--- config.mk ---
export PLATFORM = sky130hd
export DESIGN_NAME = motor_ramp_ctrl
export DESIGN_NICKNAME = d
export VERILOG_FILES = /design/src/rtl/motor_ramp_ctrl.sv
export SDC_FILE = /design/constraint.sdc
export NUM_CORES = 1
export LEC_CHECK = 0
export BUFFER_PORTS_ARGS = -buffer_cell sky130_fd_sc_hd__buf_4
export CAP_MARGIN = 20
export CORE_MARGIN = 10
export CORE_UTILIZATION = 60
export CTS_BUF_LIST = sky130_fd_sc_hd__clkbuf_16
export DETAILED_ROUTE_END_ITERATION = 10
export HOLD_SLACK_MARGIN = 0.15
export PLACE_DENSITY = 0.8
export SLEW_MARGIN = 20
export SYNTH_ARGS = -nofsm -noshare
export SYNTH_HDL_FRONTEND = slang
export SYNTH_SLANG_ARGS = --single-unit
--- constraint.sdc ---
create_clock -name clk -period 4.8 [get_ports clk]
set_input_delay 0.96 -clock clk [delete_from_list [all_inputs] [get_ports clk]]
set_output_delay 0.96 -clock clk [all_outputs]
set_load 0.005 [all_outputs]
--- src/rtl/motor_ramp_ctrl.sv ---
// Duty-slewing sequencer for the PWM motor stage: ramps toward commanded duty,
// reverses via ramp-down + braked dead time, and honours a level-sensitive estop.
module motor_ramp_ctrl #(
  parameter logic [7:0]  PERIOD      = 8'd200,
  parameter int unsigned RAMP_DIV    = 1000,
  parameter logic [7:0]  STEP        = 8'd1,
  parameter int unsigned DEAD_CYCLES = 5000
) (
  input  logic       clk,
  input  logic       reset,
  input  logic       cmd_valid,
  output logic       cmd_ready,
  input  logic [7:0] cmd_duty,
  input  logic       cmd_dir,
  input  logic       estop,
  output logic [7:0] period,
  output logic [7:0] dutyCycle,
  output logic       direction,
  output logic       motorbrake,
  output logic       at_target
);

  localparam int unsigned DUTY_W = 8;
  localparam int unsigned PRE_W  = (RAMP_DIV > 1) ? $clog2(RAMP_DIV) : 1;
  localparam int unsigned DWL_W  = (DEAD_CYCLES > 1) ? $clog2(DEAD_CYCLES) : 1;
  localparam logic [PRE_W-1:0] PRE_LAST = PRE_W'(RAMP_DIV - 1);
  localparam logic [DWL_W-1:0] DWL_LOAD = DWL_W'(DEAD_CYCLES - 1);

  typedef enum logic [2:0] {
    ST_IDLE     = 3'd0,
    ST_RAMP     = 3'd1,
    ST_HOLD     = 3'd2,
    ST_REV_DOWN = 3'd3,
    ST_DWELL    = 3'd4,
    ST_ESTOP    = 3'd5
  } state_t;

  state_t              r_state;
  logic [PRE_W-1:0]    r_presc;
  logic [DUTY_W-1:0]   r_duty;
  logic [DUTY_W-1:0]   r_target;
  logic                r_dir;
  logic                r_tgt_dir;
  logic [DWL_W-1:0]    r_dwell;
  logic                r_cmd_ready;
  logic                r_brake;
  logic                r_at_target;

  state_t              w_state_nxt;
  logic [DUTY_W-1:0]   w_duty_nxt;
  logic [DUTY_W-1:0]   w_target_nxt;
  logic                w_dir_nxt;
  logic                w_tgt_dir_nxt;
  logic [DWL_W-1:0]    w_dwell_nxt;

  logic                w_tick;
  logic                w_accept;
  logic [DUTY_W-1:0]   w_cmd_duty;
  logic [DUTY_W:0]     w_up_sum;
  logic [DUTY_W:0]     w_dn_lim;
  logic [DUTY_W-1:0]   w_step_duty;
  logic [DUTY_W-1:0]   w_rev_duty;
  logic                w_rev_land;

  assign w_tick     = (r_presc == PRE_LAST);
  assign w_accept   = cmd_valid && r_cmd_ready;
  assign w_cmd_duty = (cmd_duty > PERIOD) ? PERIOD : cmd_duty;

  // 9-bit step arithmetic so neither direction can wrap or overshoot the target
  assign w_up_sum   = {1'b0, r_duty} + {1'b0, STEP};
  assign w_dn_lim   = {1'b0, r_target} + {1'b0, STEP};
  assign w_rev_duty = (r_duty > STEP) ? (r_duty - STEP) : '0;
  assign w_rev_land = (w_rev_duty == '0);

  always_comb begin
    w_step_duty = r_target;
    if (r_duty < r_target) begin
      w_step_duty = (w_up_sum > {1'b0, r_target}) ? r_target : w_up_sum[DUTY_W-1:0];
    end else if ({1'b0, r_duty} > w_dn_lim) begin
      w_step_duty = r_duty - STEP;
    end
  end

  // Next-state and datapath update; estop outranks commands, commands outrank ticks
  always_comb begin
    w_state_nxt   = r_state;
    w_duty_nxt    = r_duty;
    w_target_nxt  = r_target;
    w_dir_nxt     = r_dir;
    w_tgt_dir_nxt = r_tgt_dir;
    w_dwell_nxt   = r_dwell;

    if (estop) begin
      w_state_nxt  = ST_ESTOP;
      w_duty_nxt   = '0;
      w_target_nxt = '0;
      w_dwell_nxt  = '0;
    end else begin
      if (w_accept) begin
        w_target_nxt  = w_cmd_duty;
        w_tgt_dir_nxt = cmd_dir;
      end

      unique case (r_state)
        ST_IDLE: begin
          if (w_accept) begin
            if (cmd_dir != r_dir) begin
              w_dir_nxt   = cmd_dir;
              w_state_nxt = ST_RAMP;
            end else if (w_cmd_duty != '0) begin
              w_state_nxt = ST_RAMP;
            end
          end
        end

        ST_RAMP: begin
          if (w_accept) begin
            if (cmd_dir != r_dir) w_state_nxt = ST_REV_DOWN;
          end else if (r_duty == r_target) begin
            w_state_nxt = (r_target == '0) ? ST_IDLE : ST_HOLD;
          end else if (w_tick) begin
            w_duty_nxt = w_step_duty;
            if (w_step_duty == r_target) begin
              w_state_nxt = (r_target == '0) ? ST_IDLE : ST_HOLD;
            end
          end
        end

        ST_HOLD: begin
          if (w_accept) begin
            if (cmd_dir != r_dir) begin
              w_state_nxt = ST_REV_DOWN;
            end else if (w_cmd_duty != r_target) begin
              w_state_nxt = ST_RAMP;
            end
          end
        end

        ST_REV_DOWN: begin
          if (r_duty == '0) begin
            w_state_nxt = ST_DWELL;
            w_dwell_nxt = DWL_LOAD;
          end else if (w_tick) begin
            w_duty_nxt = w_rev_duty;
            if (w_rev_land) begin
              w_state_nxt = ST_DWELL;
              w_dwell_nxt = DWL_LOAD;
            end
          end
        end

        ST_DWELL: begin
          // Counter runs DEAD_CYCLES-1 down to 0, giving exactly DEAD_CYCLES braked cycles
          if (r_dwell == '0) begin
            w_dir_nxt   = r_tgt_dir;
            w_state_nxt = (r_target == '0) ? ST_IDLE : ST_RAMP;
          end else begin
            w_dwell_nxt = r_dwell - DWL_W'(1);
          end
        end

        ST_ESTOP: begin
          w_state_nxt = ST_IDLE;
        end

        default: begin
          w_state_nxt = ST_IDLE;
          w_duty_nxt  = '0;
        end
      endcase
    end
  end

  // State, datapath and registered outputs
  always_ff @(posedge clk) begin
    if (reset) begin
      r_state     <= ST_IDLE;
      r_presc     <= '0;
      r_duty      <= '0;
      r_target    <= '0;
      r_dir       <= 1'b0;
      r_tgt_dir   <= 1'b0;
      r_dwell     <= '0;
      r_cmd_ready <= 1'b1;
      r_brake     <= 1'b0;
      r_at_target <= 1'b1;
    end else begin
      r_presc     <= w_tick ? '0 : (r_presc + PRE_W'(1));
      r_state     <= w_state_nxt;
      r_duty      <= w_duty_nxt;
      r_target    <= w_target_nxt;
      r_dir       <= w_dir_nxt;
      r_tgt_dir   <= w_tgt_dir_nxt;
      r_dwell     <= w_dwell_nxt;
      r_cmd_ready <= (w_state_nxt == ST_IDLE) || (w_state_nxt == ST_RAMP) ||
                     (w_state_nxt == ST_HOLD);
      r_brake     <= (w_state_nxt == ST_DWELL) || (w_state_nxt == ST_ESTOP);
      r_at_target <= (w_duty_nxt == w_target_nxt) &&
                     ((w_state_nxt == ST_IDLE) || (w_state_nxt == ST_HOLD));
    end
  end

  assign period     = PERIOD;
  assign dutyCycle  = r_duty;
  assign direction  = r_dir;
  assign motorbrake = r_brake;
  assign cmd_ready  = r_cmd_ready;
  assign at_target  = r_at_target;

endmodule

==> results of run 1 <==
==> sequential cells by signal (all words and copies together), names as in the netlist <==
signal	cells
at_target	1
cmd_ready	1
motorbrake	1
direction	1
r_tgt_dir	1
dutyCycle	8
r_dwell	13
r_state	3
r_presc	10
r_target	8
==> layout make-up <==
cell class,instances,area [sq um]
Clock buffer,5,125.1
Clock inverter,3,42.54
Fill cell,584,2281
Inverter,19,71.32
Multi-Input combinational cell,455,2948
Sequential cell,47,940.9
Tap cell,80,100.1
Timing Repair Buffer,28,210.2
==> cell families after synthesis <==
kind of cell	Yosys count	synth area share
AND/OR/NAND/NOR	244	0.2993
AO/OA/AOI/OAI	120	0.2021
buffers and inverters	52	0.06108
flip-flops	47	0.2285
XOR/XNOR	46	0.09784
adder cells (fa/ha/maj)	32	0.09723
multiplexers	5	0.01215
other	2	0.001824
==> cells in the mapped netlist (8+ instances only) <==
cell | count | area, sq um
nor2_1 | 68 | 255.2
dfxtp_1 | 47 | 940.9
nand2_1 | 44 | 165.2
a21oi_1 | 40 | 200.2
ha_1 | 32 | 400.4
nor3_1 | 29 | 145.1
xnor2_1 | 27 | 236.5
nand3_1 | 24 | 120.1
inv_1 | 19 | 71.32
xor2_1 | 19 | 166.4
clkbuf_1 | 13 | 48.80
o21ai_0 | 13 | 65.06
nand2b_1 | 12 | 75.07
nand4_1 | 11 | 68.82
buf_2 | 9 | 45.04
buf_4 | 8 | 60.06
nor4_1 | 8 | 50.05
==> power by group <==
| part | total [mW] | switching (mW) | leakage, nW | internal (mW) |
|---|---|---|---|---|
| Combinational | 0.195 | 0.118 | 1.30 | 0.0769 |
| Clock | 0.398 | 0.152 | 0.0818 | 0.246 |
| Sequential | 0.421 | 0.0180 | 0.382 | 0.403 |
==> placed cells by master, fill, tap and decap left out, types with 7 or more instances in the layout <==
cell       n
nor2_1    68
conb_1     8
o211ai_1   7
nand2b_1  12
nand4_1   11
xor2_1    19
dfxtp_1   47
nor3_1    29
and2_1     7
nand2_1   44
nor4_1     8
xnor2_1   27
nand3_1   24
ha_1      32
buf_4     28
a21oi_1   40
o21ai_0   13
nor2b_1    7
inv_1     19
and3_1     7
==> stage by stage <==
step                      area, sq um  cells
after floorplan                  4140    554
after global placement           4270    629
after detailed placement         4270    629
after CTS                        4438    637
after global routing             4438    637
final                            4438    637
==> worst max-delay path: stages, from the launching register on <==
cell	delay (ns)
dfxtp_1	0.61
ha_1	0.26
nand3_1	0.14
nor2_1	0.19
xor2_1	0.32
ha_1	0.32
a21oi_1	0.19
o21ai_0	0.11
o211ai_1	0.26
and3_1	0.38
nor3_1	0.08
o31ai_1	0.49
xor2_1	0.23
o32ai_1	0.12
and3_1	0.19
a31o_1	0.16
==> worst max-delay path by stage <==
stage | from | end | slack, ns
floorplan | r_target[0] | at_target | 1.31
global placement | dutyCycle[0] | cmd_ready | 0.78
detailed placement | dutyCycle[0] | at_target | 0.72
CTS | dutyCycle[0] | cmd_ready | 0.67
global route | dutyCycle[0] | at_target | 0.35
finish | dutyCycle[0] | at_target | 0.61
==> metal layers <==
metal | vias up | share of wire
met5 | - | 0
met4 | 0 | 0.029
met3 | 34 | 0.092
met2 | 191 | 0.47
met1 | 1895 | 0.41
li1 | 1974 | -
==> flow_metrics.py, run 1 <==
metrics = {
    "yosys": {
        "yosysSeqAreaShare": 0.2285,
        "yosys.cell_types.count": 71,
        "synthFlopType": "dfxtp_1",
        "async_flop_share": 0,
        "syn_area_sq_um": 4118,
        "synth_edf_count": 0,
        "yosys_warnings": 0,
        "syn_avg_cell_area_sq_um": 7.514,
        "synth-seq-cells": 47,
        "syn_inst": 548,
    },
    "detailed_routing": {
        "dr.pass1.iters": 5,
        "drt_iter0_drc": 422,
        "drc_errors": 0,
        "routed_wirelength_mm": 11.58,
        "num_vias": 4094,
        "vias_per_cell": 6.427,
        "ant_nets": 0,
        "wl_per_cell_microns": 18.18,
    },
    "worst_setup_path": {
        "end_kind": "register",
        "critical_path_arrival_ns": 4.38,
        "r2r_end": "at_target",
        "critical_path_class": "register to register",
        "regToRegStartpoint": "dutyCycle[0]",
        "r2r_cells": 15,
        "rrSetupSlack_ns": 0.61,
        "startpoint_type": "register",
        "cp.required_ns": 4.99,
        "crit_fanout": 12,
    },
    "floorplanning": {
        "initial_core_util": 0.6128,
        "chipWidth_microns": 102.8,
        "io_pins": 33,
        "rows": 30,
        "dieArea_sq_um": 10580,
        "die_height_microns": 102.8,
        "core_sq_um": 6719,
    },
    "global_route": {
        "grt_max_degree": 20,
        "grtUsageMet3": 0.04960,
        "grt_antenna_before_repair": 0,
        "grt_pass1_wl_mm": 18.87,
        "gr-usage-met1": 0.2836,
        "grt_pass1_vias": 3858,
        "grt_usage": 0.2232,
        "met2_usage": 0.3641,
        "grt.busiest_layer": "met2",
        "gr-total-overflow": 0,
    },
    "clock_tree": {
        "htreeDepth": 2,
        "ctsResizeCount": 0,
        "cts_tree": "built",
        "cts_hold_buf": 0,
        "clkLatencyLatePin_ns": 0.29,
        "path_clk_slew_ns": 0.06,
        "postCtsSetupBuffers": 0,
        "root_buffer": "clkbuf_16",
        "cts.sinks": 47,
        "max-clock-path-buffers": 2,
        "numCtsBuffers": 5,
    },
    "timing": {
        "finalSetupViolCount": 0,
        "fmax_ghz": 0.2385,
        "final.setup.tns_ns": 0,
        "max_slew.worst_pin.slew_ns": 0.9698,
        "layout_setup_ws_ns": 0.6068,
        "slew_headroom": 0.3475,
        "post-route-period-util": 0.8736,
        "skew_ns": 0.005844,
        "final_hold_viol_count": 0,
        "layout_min_cycle_time_ns": 4.193,
        "slew_violations": 0,
        "holdWs_ns": 0.4480,
        "rsz0062_at_grt": "no",
    },
    "pwr": {
        "total_power_mw": 1.014,
        "p_per_area_nw_per_um2": 228.5,
        "p_leak_nw": 1.764,
        "ir_drop_uv": 225.5,
    },
    "finish": {
        "fin_util": 0.6605,
        "fin_nets": 601,
        "drive_gt1_frac": 0.09695,
        "area_growth_pct": 7.779,
        "antenna_cells": 0,
    },
    "status": {
        "status": "finished clean",
    },
    "min_path": {
        "hold_depth": 1,
        "min_path_type": "register to register",
        "min_to": "r_presc[0]",
        "min-delay-start": "r_presc[0]",
    },
    "place": {
        "gp_congestion": 1.016,
        "port_buffers": 24,
        "preCtsSetupSlack_ns": 0.7188,
        "dp_hpwl_mm": 8.842,
    },
    "run": {
        "max-cap-violations": 0,
    },
}
Power figures use the tool's default switching activity.
==> run 2, diff against run 1 <==
--- a/config.mk
+++ b/config.mk
@@ -5,9 +5,9 @@
 export SDC_FILE = /design/constraint.sdc
 export NUM_CORES = 1
 export LEC_CHECK = 0
+export ABC_AREA = 1
 export BUFFER_PORTS_ARGS = -buffer_cell sky130_fd_sc_hd__buf_4
 export CAP_MARGIN = 20
-export CORE_MARGIN = 10
 export CORE_UTILIZATION = 60
 export CTS_BUF_LIST = sky130_fd_sc_hd__clkbuf_16
 export DETAILED_ROUTE_END_ITERATION = 10
==> flow_metrics.py, run 2 <==
metrics = {
    "status": {
        "status": "finished clean",
    },
    "yosys": {
        "yosysSeqAreaShare": 0.2165,
        "syn_area_sq_um": 4347,
        "synth_edf_count": 0,
        "async_flop_share": 0,
        "yosys_warnings": 0,
        "syn_avg_cell_area_sq_um": 6.402,
        "synthTopCellsByCount": "nand2_1, nor2_1, inv_1, nand3_1, dfxtp_1",
        "synth-seq-cells": 47,
        "yosysMostFrequentCell": "nand2_1",
        "synth_top_area_cell": "dfxtp_1",
        "synth_top_area_frac": 0.2165,
        "synthFlopType": "dfxtp_1",
        "yosys.cell_types.count": 50,
        "synth.top_cells.by_area": "dfxtp_1, nand2_1, ha_1, nand3_1, nor2_1",
        "syn_inst": 679,
    },
    "worst_setup_path": {
        "crit_top_cell": "nand2_1",
        "crit_buf_inv": 4,
        "cp.required_ns": 4.99,
        "crit_fanout": 10,
        "critPathSlowestCell": "dfxtp_1",
        "critical_path_arrival_ns": 4.18,
        "startpoint_type": "register",
        "cpLargestDelayFamily": "simple AND/OR/NAND/NOR gates",
        "critical_path_class": "register to register",
        "end_kind": "register",
        "slowest_delay_ns": 0.45,
        "rrSetupSlack_ns": 0.81,
        "cp_cell_sequence": "clkinv_1 -> nor3_1 -> inv_1 -> nor2_1 -> inv_1 -> nor3_1 -> xor2_1 -> ha_1 -> nand3_1 -> a21oi_4 -> nand3_4 -> nand2_8 -> nand2_1 -> nand3_1 -> nand2_1 -> nand2_1 -> nand3_1 -> nor2_1 -> nand2_2 -> a21oi_2 -> o21ai_1 -> or2_0 -> nand2_1 -> inv_1",
    },
    "clock_tree": {
        "cts_tree": "built",
        "path_clk_slew_ns": 0.07,
        "numCtsBuffers": 5,
        "htreeDepth": 2,
        "cts_hold_buf": 0,
        "clkLatencyLatePin_ns": 0.29,
        "max-clock-path-buffers": 2,
        "ctsResizeCount": 0,
        "root_buffer": "clkbuf_16",
        "cts.sinks": 47,
        "postCtsSetupBuffers": 0,
    },
    "timing": {
        "slew_headroom": 0.5884,
        "skew_ns": 0.01141,
        "max_slew.worst_pin.slew_ns": 0.6118,
        "rsz0062_at_grt": "no",
        "final_hold_viol_count": 0,
        "layout_min_cycle_time_ns": 3.986,
        "final.setup.tns_ns": 0,
        "fmax_ghz": 0.2509,
        "post-route-period-util": 0.8305,
        "finalSetupViolCount": 0,
        "slew_violations": 0,
    },
    "pwr": {
        "seq_power_share": 0.378,
        "combPwrFrac": 0.266,
        "p_leak_nw": 2.216,
        "total_power_mw": 1.117,
        "power.share.switching": 0.3280,
        "p_per_area_nw_per_um2": 236.1,
        "cellInternalPower_mw": 0.7508,
        "clock_power_share": 0.356,
        "switchingPower_mw": 0.3665,
        "ir_drop_uv": 241.9,
    },
    "floorplanning": {
        "die_height_microns": 87.12,
        "chipWidth_microns": 87.12,
        "initial_core_util": 0.6293,
        "dieArea_sq_um": 7589,
        "io_pins": 33,
        "core_sq_um": 6907,
        "rows": 30,
    },
    "detailed_routing": {
        "wl_per_cell_microns": 15.56,
        "ant_nets": 0,
        "drt_iter0_drc": 378,
        "num_vias": 4619,
        "drc_errors": 0,
        "vias_per_cell": 5.803,
        "dr.pass1.iters": 5,
        "routed_wirelength_mm": 12.39,
    },
    "global_route": {
        "gr-total-overflow": 0,
        "grt_max_degree": 23,
        "grt_antenna_before_repair": 0,
        "grt_pass1_wl_mm": 19.78,
        "grt_usage": 0.3349,
        "grt_pass1_vias": 4136,
    },
    "finish": {
        "reg_top3": "r_dwell: 13 flops, r_presc: 10 flops",
        "antenna_cells": 0,
        "drive_gt1_frac": 0.1171,
        "largest_register": "r_dwell",
        "largest_reg_flops": 13,
        "final_cell_mix": "nand2_1, nor2_1, inv_1",
        "area_growth_pct": 8.866,
        "fin_nets": 744,
        "layout_commonest_cell": "nand2_1",
    },
    "place": {
        "dp_hpwl_mm": 9.701,
        "gp_congestion": 0.9785,
        "port_buffers": 24,
    },
    "run": {
        "max-cap-violations": 0,
    },
    "min_path": {
        "min_path_type": "register to register",
    },
}
## run 2: cell count changes after synthesis, sizes merged, moves of 9 or more
cell,previous run,this run
inv,19,84
nand2,44,170
nand2b,12,0
nand3,25,75
nor2,69,84
nor3,30,21
o21ai,17,26
xnor2,27,5
## run 2: layout make-up
class	instances	area (sq um)
clock buffers	5	125.1
clock inverters	3	46.29
fillers	653	2175
inverters	89	336.6
multi-input cells	531	2975
flip-flops and latches	47	940.9
well taps	96	120.1
repair buffers	25	187.7
## run 2: cell families (layout without fill, tap and decap cells)
logic type,Yosys count,count (layout),synth area share
AO/OA/AOI/OAI,91,91,0.1293
XOR/XNOR,21,21,0.04231
adder cells (fa/ha/maj),32,32,0.09211
buffers and inverters,107,122,0.1042
flip-flops,47,47,0.2165
other,2,8,0.001728
AND/OR/NAND/NOR,379,379,0.4139
## run 2: layer usage
metal | global-route usage | up-vias | part of all wire
met1 | 0.4381 | 2092 | 0.43
met4 | 0.1103 | 0 | 0.029
met2 | 0.5684 | 217 | 0.46
met3 | 0.04550 | 40 | 0.083
li1 | - | 2270 | -
met5 | 0 | - | 0
## run 2: worst paths after layout
path,end,start,cells after the start
setup / recovery,r_state[0],r_target[2],24
hold / removal,r_presc[0],r_presc[0],1
setup reg to reg,r_state[0],r_target[2],24
hold reg to reg,r_presc[0],r_presc[0],1
## run 2: metrics by stage
| stage | hold WS [ns] | setup slack (ns) | cell area [sq um] | cells | utilization |
|---|---|---|---|---|---|
| 5_1_grt | 0.4852 | 0.5245 | 4732 | 796 | 0.6851 |
| 3_5_place_dp | 0.4519 | 0.9614 | 4561 | 788 | 0.6603 |
| 6_report | 0.4612 | 0.8138 | 4732 | 796 | 0.6851 |
| 4_1_cts | 0.4669 | 0.9234 | 4732 | 796 | 0.6851 |
| 2_1_floorplan | 0.4295 | 1.648 | 4369 | 685 | - |
| 3_3_place_gp | 0.4410 | 1.018 | 4561 | 788 | 0.6603 |
## run 2: power groups by stage
stage,registers [mW],clock network [mW],logic [mW]
floorplan,0.426,0,0.223
global placement,0.430,0,0.283
detailed placement,0.431,0,0.288
CTS,0.422,0.404,0.291
global route,0.424,0.421,0.331
finish,0.423,0.398,0.297
